### src/rtl/vga_timing_gen.sv
// VGA raster timing generator: a pixel-enable strobe from a clock divider drives
// horizontal/vertical counters, and the sync, enable, coordinate and strobe outputs are registered from them.
`timescale 1ns/1ps
module vga_timing_gen #(
   parameter int   H_VISIBLE = 640,
   parameter int   H_FRONT   = 16,
   parameter int   H_SYNC    = 96,
   parameter int   H_BACK    = 48,
   parameter int   V_VISIBLE = 480,
   parameter int   V_FRONT   = 10,
   parameter int   V_SYNC    = 2,
   parameter int   V_BACK    = 33,
   parameter int   CLK_DIV   = 2,
   parameter logic HS_POL    = 1'b0,
   parameter logic VS_POL    = 1'b0,
   parameter int   CNT_W     = 11
) (
   input  logic             CLK_50M,
   input  logic             FPGA_RST,
   input  logic             Enable,
   output logic             Pix_En,
   output logic [CNT_W-1:0] HS_Count,
   output logic [CNT_W-1:0] VS_Count,
   output logic             VGA_HS,
   output logic             VGA_VS,
   output logic             Data_valid,
   output logic [CNT_W-1:0] Pixel_X,
   output logic [CNT_W-1:0] Pixel_Y,
   output logic             Line_Start,
   output logic             Frame_Start
);

   localparam int H_TOTAL = H_SYNC + H_BACK + H_VISIBLE + H_FRONT;
   localparam int V_TOTAL = V_SYNC + V_BACK + V_VISIBLE + V_FRONT;
   localparam int DIV_W   = (CLK_DIV > 1) ? $clog2(CLK_DIV) : 1;

   localparam logic [DIV_W-1:0] DIV_LAST  = DIV_W'(CLK_DIV - 1);
   localparam logic [CNT_W-1:0] H_LAST    = CNT_W'(H_TOTAL - 1);
   localparam logic [CNT_W-1:0] V_LAST    = CNT_W'(V_TOTAL - 1);
   localparam logic [CNT_W-1:0] H_SYNC_E  = CNT_W'(H_SYNC);
   localparam logic [CNT_W-1:0] V_SYNC_E  = CNT_W'(V_SYNC);
   localparam logic [CNT_W-1:0] H_VIS_BEG = CNT_W'(H_SYNC + H_BACK);
   localparam logic [CNT_W-1:0] V_VIS_BEG = CNT_W'(V_SYNC + V_BACK);
   localparam logic [CNT_W-1:0] H_VIS_END = CNT_W'(H_SYNC + H_BACK + H_VISIBLE);
   localparam logic [CNT_W-1:0] V_VIS_END = CNT_W'(V_SYNC + V_BACK + V_VISIBLE);

   logic [DIV_W-1:0] div_cnt;
   logic             pix_tick;
   logic             h_sync_act;
   logic             v_sync_act;
   logic             h_vis;
   logic             v_vis;
   logic             vis;

   assign pix_tick   = Enable & (div_cnt == DIV_LAST);
   // Gated with reset so the strobe reads 0 while reset is held, even for CLK_DIV=1.
   assign Pix_En     = pix_tick & ~FPGA_RST;

   assign h_sync_act = (HS_Count < H_SYNC_E);
   assign v_sync_act = (VS_Count < V_SYNC_E);
   assign h_vis      = (HS_Count >= H_VIS_BEG) && (HS_Count < H_VIS_END);
   assign v_vis      = (VS_Count >= V_VIS_BEG) && (VS_Count < V_VIS_END);
   assign vis        = h_vis & v_vis;

   always_ff @(posedge CLK_50M or posedge FPGA_RST) begin
      if (FPGA_RST) begin
         div_cnt <= '0;
      end else if (!Enable || (div_cnt == DIV_LAST)) begin
         div_cnt <= '0;
      end else begin
         div_cnt <= div_cnt + 1'b1;
      end
   end

   always_ff @(posedge CLK_50M or posedge FPGA_RST) begin
      if (FPGA_RST) begin
         HS_Count <= '0;
         VS_Count <= '0;
      end else if (!Enable) begin
         HS_Count <= '0;
         VS_Count <= '0;
      end else if (pix_tick) begin
         if (HS_Count == H_LAST) begin
            HS_Count <= '0;
            VS_Count <= (VS_Count == V_LAST) ? '0 : VS_Count + 1'b1;
         end else begin
            HS_Count <= HS_Count + 1'b1;
         end
      end
   end

   // Decoded from the pre-increment counts, so these trail the raw counters by one pixel.
   always_ff @(posedge CLK_50M or posedge FPGA_RST) begin
      if (FPGA_RST) begin
         VGA_HS      <= ~HS_POL;
         VGA_VS      <= ~VS_POL;
         Data_valid  <= 1'b0;
         Pixel_X     <= '0;
         Pixel_Y     <= '0;
         Line_Start  <= 1'b0;
         Frame_Start <= 1'b0;
      end else if (!Enable) begin
         VGA_HS      <= ~HS_POL;
         VGA_VS      <= ~VS_POL;
         Data_valid  <= 1'b0;
         Pixel_X     <= '0;
         Pixel_Y     <= '0;
         Line_Start  <= 1'b0;
         Frame_Start <= 1'b0;
      end else if (pix_tick) begin
         VGA_HS      <= h_sync_act ? HS_POL : ~HS_POL;
         VGA_VS      <= v_sync_act ? VS_POL : ~VS_POL;
         Data_valid  <= vis;
         Pixel_X     <= vis ? (HS_Count - H_VIS_BEG) : '0;
         Pixel_Y     <= vis ? (VS_Count - V_VIS_BEG) : '0;
         Line_Start  <= (HS_Count == '0);
         Frame_Start <= (HS_Count == '0) && (VS_Count == '0);
      end else begin
         Line_Start  <= 1'b0;
         Frame_Start <= 1'b0;
      end
   end

endmodule

### config.mk
export PLATFORM = sky130hd
export DESIGN_NAME = vga_timing_gen
export DESIGN_NICKNAME = d
export VERILOG_FILES = /design/src/rtl/vga_timing_gen.sv
export SDC_FILE = /design/constraint.sdc
export NUM_CORES = 1
export LEC_CHECK = 0
export BUFFER_PORTS_ARGS = -buffer_cell sky130_fd_sc_hd__buf_4
export CAP_MARGIN = 20
export CORE_MARGIN = 5
export CORE_UTILIZATION = 40
export CTS_CLUSTER_SIZE = 10
export DETAILED_ROUTE_END_ITERATION = 6
export HOLD_SLACK_MARGIN = 0.08
export PLACE_DENSITY = 0.62
export SETUP_SLACK_MARGIN = 0.5
export SLEW_MARGIN = 20
export SYNTH_ARGS = -nofsm -noshare
export SYNTH_HDL_FRONTEND = slang
export SYNTH_SLANG_ARGS = --single-unit
### constraint.sdc
create_clock -name CLK_50M -period 2.4 [get_ports CLK_50M]
set_clock_uncertainty 0.2 [all_clocks]
set_input_delay 0.36 -clock CLK_50M [delete_from_list [all_inputs] [get_ports CLK_50M]]
set_output_delay 0.36 -clock CLK_50M [all_outputs]
set_load 0.02 [all_outputs]
==> results of run 1 <==
## layout make-up
class                           instances  area share
Sequential cell                        50       0.306
Tap cell                               77      0.0234
Inverter                               16      0.0149
Clock buffer                            7      0.0186
Multi-Input combinational cell        211       0.377
Clock inverter                          1     0.00730
Timing Repair Buffer                  121       0.253
## flip-flops by register name, summed over array words and instances (netlist names)
register and count:
HS_Count 11, div_cnt 1, VS_Count 11, VGA_VS 1, Pixel_X 11, Frame_Start 1, Data_valid 1, Line_Start 1
VGA_HS 1, Pixel_Y 11
## placed cells by master, fill, tap and decap left out, types with 2 or more instances in the layout
| cell | instances |
|---|---|
| clkbuf_1 | 2 |
| dfrtp_2 | 4 |
| dfstp_2 | 2 |
| buf_12 | 2 |
| buf_6 | 17 |
| nor3_1 | 11 |
| o31ai_1 | 4 |
| dfrtp_1 | 44 |
| o21a_1 | 2 |
| nor2_1 | 23 |
| o211ai_1 | 2 |
| ha_4 | 3 |
| nand3_2 | 2 |
| inv_2 | 2 |
| and2_1 | 2 |
| dlygate4sd3_1 | 2 |
| xor2_1 | 6 |
| nor2_2 | 3 |
| clkbuf_8 | 5 |
| nor4_4 | 5 |
| o21ai_1 | 17 |
| a21o_1 | 2 |
| a32oi_1 | 2 |
| xnor2_1 | 12 |
| nand3_1 | 8 |
| buf_4 | 97 |
| buf_16 | 2 |
| ha_1 | 4 |
| a21oi_1 | 3 |
| o21ai_0 | 3 |
| nor2b_1 | 2 |
| o21ai_2 | 16 |
| inv_1 | 13 |
| nand2_1 | 45 |
## worst paths after layout
path                            cells after the start      endpoint
max in group asynchronous                           4    Pixel_X[5]
worst min-delay path                                3   VS_Count[4]
worst min register to register                      2        VGA_HS
worst max-delay path                                8  VS_Count[10]
min in group asynchronous                           3    Pixel_Y[0]
worst max register to register                      8  VS_Count[10]
## logic make-up after synthesis
family	share of synthesized area
adders and majority gates	0.0373
buffers and inverters	0.0667
AOI/OAI and AO/OA	0.156
DFF	0.467
and+or+nand+nor	0.210
xor gates and xnor gates	0.0620
## worst max-delay path, stage by stage (launching register included)
cell and delay (ns):
dfrtp_2 0.42, inv_2 0.08, ha_4 0.12, or3b_4 0.38, or4_4 0.44, o21ai_4 0.19
buf_4 0.14, nand2_1 0.05, o22a_1 0.19
## through the flow
| step | hold slack (ns) | std cells | setup WS [ns] | cell area (um2) |
|---|---|---|---|---|
| final | 0.201 | 483 | 0.0981 | 4110 |
| after global routing | 0.221 | 483 | 0.0270 | 4110 |
| after CTS | 0.200 | 472 | 0.119 | 3880 |
| after detailed placement | 0.262 | 436 | 0.107 | 3320 |
| after global placement | 0.262 | 436 | 0.132 | 3320 |
| after floorplan | 0.199 | 298 | 0.0486 | 2740 |
## timing repair
item / in CTS / in global routing
gates resized for setup: 42 / 36
cloned: 4 / 0
setup endpoints to repair: 46 / 61
pin swaps: 14 / 18
hold endpoints to repair: 35 / 0
hold buffers: 2 / 0
setup buffers: 22 / 11
## power groups by stage
| stage | logic, mW | registers [mW] | clock network (mW) |
|---|---|---|---|
| floorplan | 0.0554 | 0.884 | 0 |
| global placement | 0.111 | 0.876 | 0 |
| detailed placement | 0.111 | 0.876 | 0 |
| CTS | 0.127 | 0.860 | 0.614 |
| global route | 0.158 | 0.861 | 0.639 |
| finish | 0.144 | 0.860 | 0.609 |
## layer usage
| metal | up-vias | part of all wire |
|---|---|---|
| met1 | 1267 | 0.45 |
| met2 | 59 | 0.50 |
| met5 | - | 0 |
| met4 | 0 | 0.0060 |
| met3 | 5 | 0.041 |
| li1 | 1246 | - |
==> flow_metrics.tcl, run 1 <==
set metrics [dict create \
    status "finished, final reports clean" \
    synthTopCellsByArea "dfrtp_1 45%, o21ai_0 6.5%, nand2_1 6.4%, xnor2_1 4.2%, nor2_1 3.8%" \
    utilization 0.641 \
    cts_tree "done" \
    drc 0 \
    cap_viol_max_count 0 \
    cts-buffers-inserted 5 \
    busiest_layer "met2" \
    setup_tns_ns 0 \
    synth.distinct_cells 50 \
    worstSetupEndpointType "flop" \
    die_width_um 91.9 \
    area_growth_pct 53.4 \
    met1_usage 0.263 \
    synth_flop_cell "dfrtp_1" \
    rr_startpoint "HS_Count[5]" \
    htree_levels 2 \
    avgSynthCellArea_um2 9.00 \
    layout-drive-gt1-share 0.451 \
    ioPinCount 53 \
    clk_pin_slew_ns 0.09 \
    design.die.area_um2 8440 \
    initial_core_util 0.418 \
    seqPwrFrac 0.533 \
    finalHoldViolCount 0 \
    syn-num-nets 309 \
    grt_pass1_vias 2507 \
    finalPower_mw 1.61 \
    r2r_setup_slack_ns 0.1 \
    grtUsageMet3 0.0278 \
    grt_pass1_wl_um 13000 \
    drtIter0Drc 142 \
    grt_max_degree 38 \
    startpoint "HS_Count[5]" \
    crit_arrival_ns 2.30 \
    hp-class "input pin to flop" \
    vias 2577 \
    seq_area_um2 1260 \
    clkSinkCount 50 \
    nFillCells 535 \
    powerDensity_nw_per_um2 392 \
    critical_path_class "flop to flop" \
    ir_drop_mv 0.286 \
    post-route-period-util 0.959 \
    p_int_mw 1.22 \
    synth_edf_count 0 \
    slew_viol_final 0 \
    dp_hpwl_um 5250 \
    layout.nets 416 \
    ys_ff_latch 50 \
    hold_path_startpoint "Enable" \
    swShare 0.241 \
    crit_path_start_kind "flop" \
    power.switching_mw 0.388 \
    fin_crit_ns 2.30 \
    track_usage 0.190 \
    yosysTopAreaCellShare 0.448 \
    worstPathRequired_ns 2.40 \
    rsz0062_at_grt "true" \
    worst_pin_slew_ns 0.698 \
    ys_warn_count 0 \
    post_drt_wl_per_cell_um 16.7 \
    netlist_instances 298 \
    grt_use_met2 0.319 \
    drt_first_pass_iters 5 \
    worstPathMaxFanout 4 \
    ys_top_cells_by_count "48 x dfrtp_1, 46 x nand2_1, 35 x o21ai_0" \
    async_flop_share 1.00 \
    syn_area_um2 2680 \
    synth_most_common_cell "dfrtp_1" \
    coreArea_um2 6420 \
    overflow 0 \
    die_height_um 91.9 \
    cts_root_buf "clkbuf_8" \
    viasPerCell 5.34 \
    p_leak_nw 1.95 \
    postRouteAntennaNets 0 \
    place.port_buffers 52 \
    max_freq_ghz 0.434 \
    ys_seq_area_frac 0.467 \
    fp-row-count 29 \
    wirelength_um 8060 \
    multiInputGateArea_um2 1550 \
    yosysTopAreaCell "dfrtp_1" \
    place_congestion 0.841 \
    slew_headroom 0.534 \
    grt_antenna_before_repair 0 \
    p_clk_frac 0.377 \
    finalSetupViolCount 0 \
    cts_buffer_depth 2 \
    comb_power_share 0.089 \
    diodes 0 \
    clk_latency_ns 0.30 \
]
(Power assumes the default switching activity.)
==> inputs of run 2 (changes only) <==
==> constraint.sdc (replaced) <==
create_clock -name CLK_50M -period 2.4 [get_ports CLK_50M]
set_clock_uncertainty 0.2 [all_clocks]
set_input_delay 0.36 -clock CLK_50M [delete_from_list [all_inputs] [get_ports CLK_50M]]
set_output_delay 0.36 -clock CLK_50M [all_outputs]
set_load 0.01 [all_outputs]
==> flow_metrics.tcl, run 2 (synthesis results as in run 1) <==
set metrics [dict create \
    p_leak_nw 1.84 \
    place.port_buffers 52 \
    htree_levels 2 \
    track_usage 0.183 \
    post-route-period-util 0.978 \
    drt_first_pass_iters 4 \
    max_freq_ghz 0.426 \
    layout.nets 403 \
    die_width_um 91.9 \
    status "finished, final reports clean" \
    clk_latency_ns 0.31 \
    fin_crit_ns 2.35 \
    crit_path_start_kind "flop" \
    grt_antenna_before_repair 0 \
    slew_viol_final 0 \
    hp-class "input pin to flop" \
    drtIter0Drc 178 \
    wirelength_um 7880 \
    initial_core_util 0.418 \
    seqPwrFrac 0.565 \
    dp_slack_ns 0.00809 \
    diodes 0 \
    utilization 0.622 \
    clkSinkCount 50 \
    grt_pass1_wl_um 12500 \
    cts_root_buf "clkbuf_8" \
    fin_ws_ns 0.0533 \
    cts_tree "done" \
    p_clk_frac 0.351 \
    vias 2530 \
    place_congestion 0.852 \
    ioPinCount 53 \
    grt_max_degree 27 \
    critical_path_class "flop to flop" \
    rsz0062_at_grt "true" \
    cts_buffer_depth 2 \
    finalSetupViolCount 0 \
    coreArea_um2 6420 \
    finalPower_mw 1.52 \
    dp_hpwl_um 5360 \
    cts-buffers-inserted 5 \
    power.switching_mw 0.388 \
    slew_headroom 0.642 \
    ir_drop_mv 0.273 \
    drc 0 \
    overflow 0 \
    postRouteAntennaNets 0 \
    cap_viol_max_count 0 \
    final_common_cell "buf_4" \
    grt_pass1_vias 2422 \
    worstPathMaxFanout 7 \
    swShare 0.255 \
    timing.hold.ws_ns 0.181 \
    post_drt_wl_per_cell_um 16.8 \
    finalHoldViolCount 0 \
    worstSetupEndpointType "flop" \
    layout-drive-gt1-share 0.466 \
    worstPathRequired_ns 2.41 \
    p_int_mw 1.13 \
    die_height_um 91.9 \
    comb_power_share 0.084 \
    design.die.area_um2 8440 \
    clk_pin_slew_ns 0.10 \
    powerDensity_nw_per_um2 381 \
    crit_arrival_ns 2.35 \
    viasPerCell 5.38 \
    worst_pin_slew_ns 0.536 \
    area_growth_pct 48.8 \
    mostFrequentLayoutCells "89 x buf_4, 45 x nand2_1, 44 x dfrtp_1" \
    fp-row-count 29 \
]
[run 2: changes by cell type in the layout (fill, tap and decap cells not counted), moves of 3 or more]
cell     previous run  this run
buf_4              97        89
nor2_1             23        19
o21ai_2            16        19
o31ai_1             4         0
o31ai_2             0         4
[run 2: through the flow]
step	setup TNS [ns]	instance area [um2]	cells
floorplan	0	2730	298
global placement	0	3340	438
detailed placement	0	3340	438
CTS	0	3700	466
global route	-0.0241	3990	470
finish	0	3990	470
[run 2: area by class of cell]
| class | instances | area, um2 |
|---|---|---|
| multi-input combinational | 211 | 1590 |
| timing repair buffer | 108 | 892 |
| tap | 77 | 96.3 |
| inverter | 16 | 60.1 |
| sequential | 50 | 1260 |
| clock buffer | 6 | 82.6 |
| fill | 518 | 2430 |
| clock inverter | 2 | 12.5 |
[run 2: repair_timing]
item / CTS / global route
resized for setup: 31 / 64
cloned: 1 / 0
hold endpoints to repair: 25 / 0
setup buffers: 17 / 4
setup endpoints to repair: 45 / 47
hold buffers: 2 / 0
pin swaps: 8 / 16
[run 2: worst paths after layout]
path	start	slack, ns	cells past startpoint	end
worst max-delay path	HS_Count[5]	0.05	7	VS_Count[6]
min in group asynchronous	FPGA_RST	0.45	3	Pixel_X[1]
worst min-delay path	Enable	0.18	3	VS_Count[4]
max in group asynchronous	FPGA_RST	0.94	4	VGA_VS
worst max register to register	HS_Count[5]	0.05	7	VS_Count[6]
worst min register to register	Pixel_X[8]	0.29	2	Pixel_X[8]
[run 2: worst max-delay path, stage by stage (launching register included)]
cell     delay, ns
dfrtp_2       0.42
inv_2         0.07
ha_4          0.12
or3b_4        0.39
or4_4         0.47
o21ai_4       0.27
o21ai_1       0.11
a21o_1        0.19
[run 2: per-layer routing]
layer  vias up  routed length (um)  track usage
li1       1209                   -            -
met1      1251                3600        0.251
met2        62                3870        0.301
met3         8                 309       0.0336
met4         0                  91       0.0421
met5         -                   0            0
[run 2: power groups by stage]
stage	Clock (mW)	Sequential, mW	Combinational (mW)
2_1_floorplan	0	0.878	0.0550
3_3_place_gp	0	0.876	0.105
3_5_place_dp	0	0.876	0.105
4_1_cts	0.547	0.860	0.115
5_1_grt	0.571	0.862	0.142
6_report	0.535	0.860	0.128
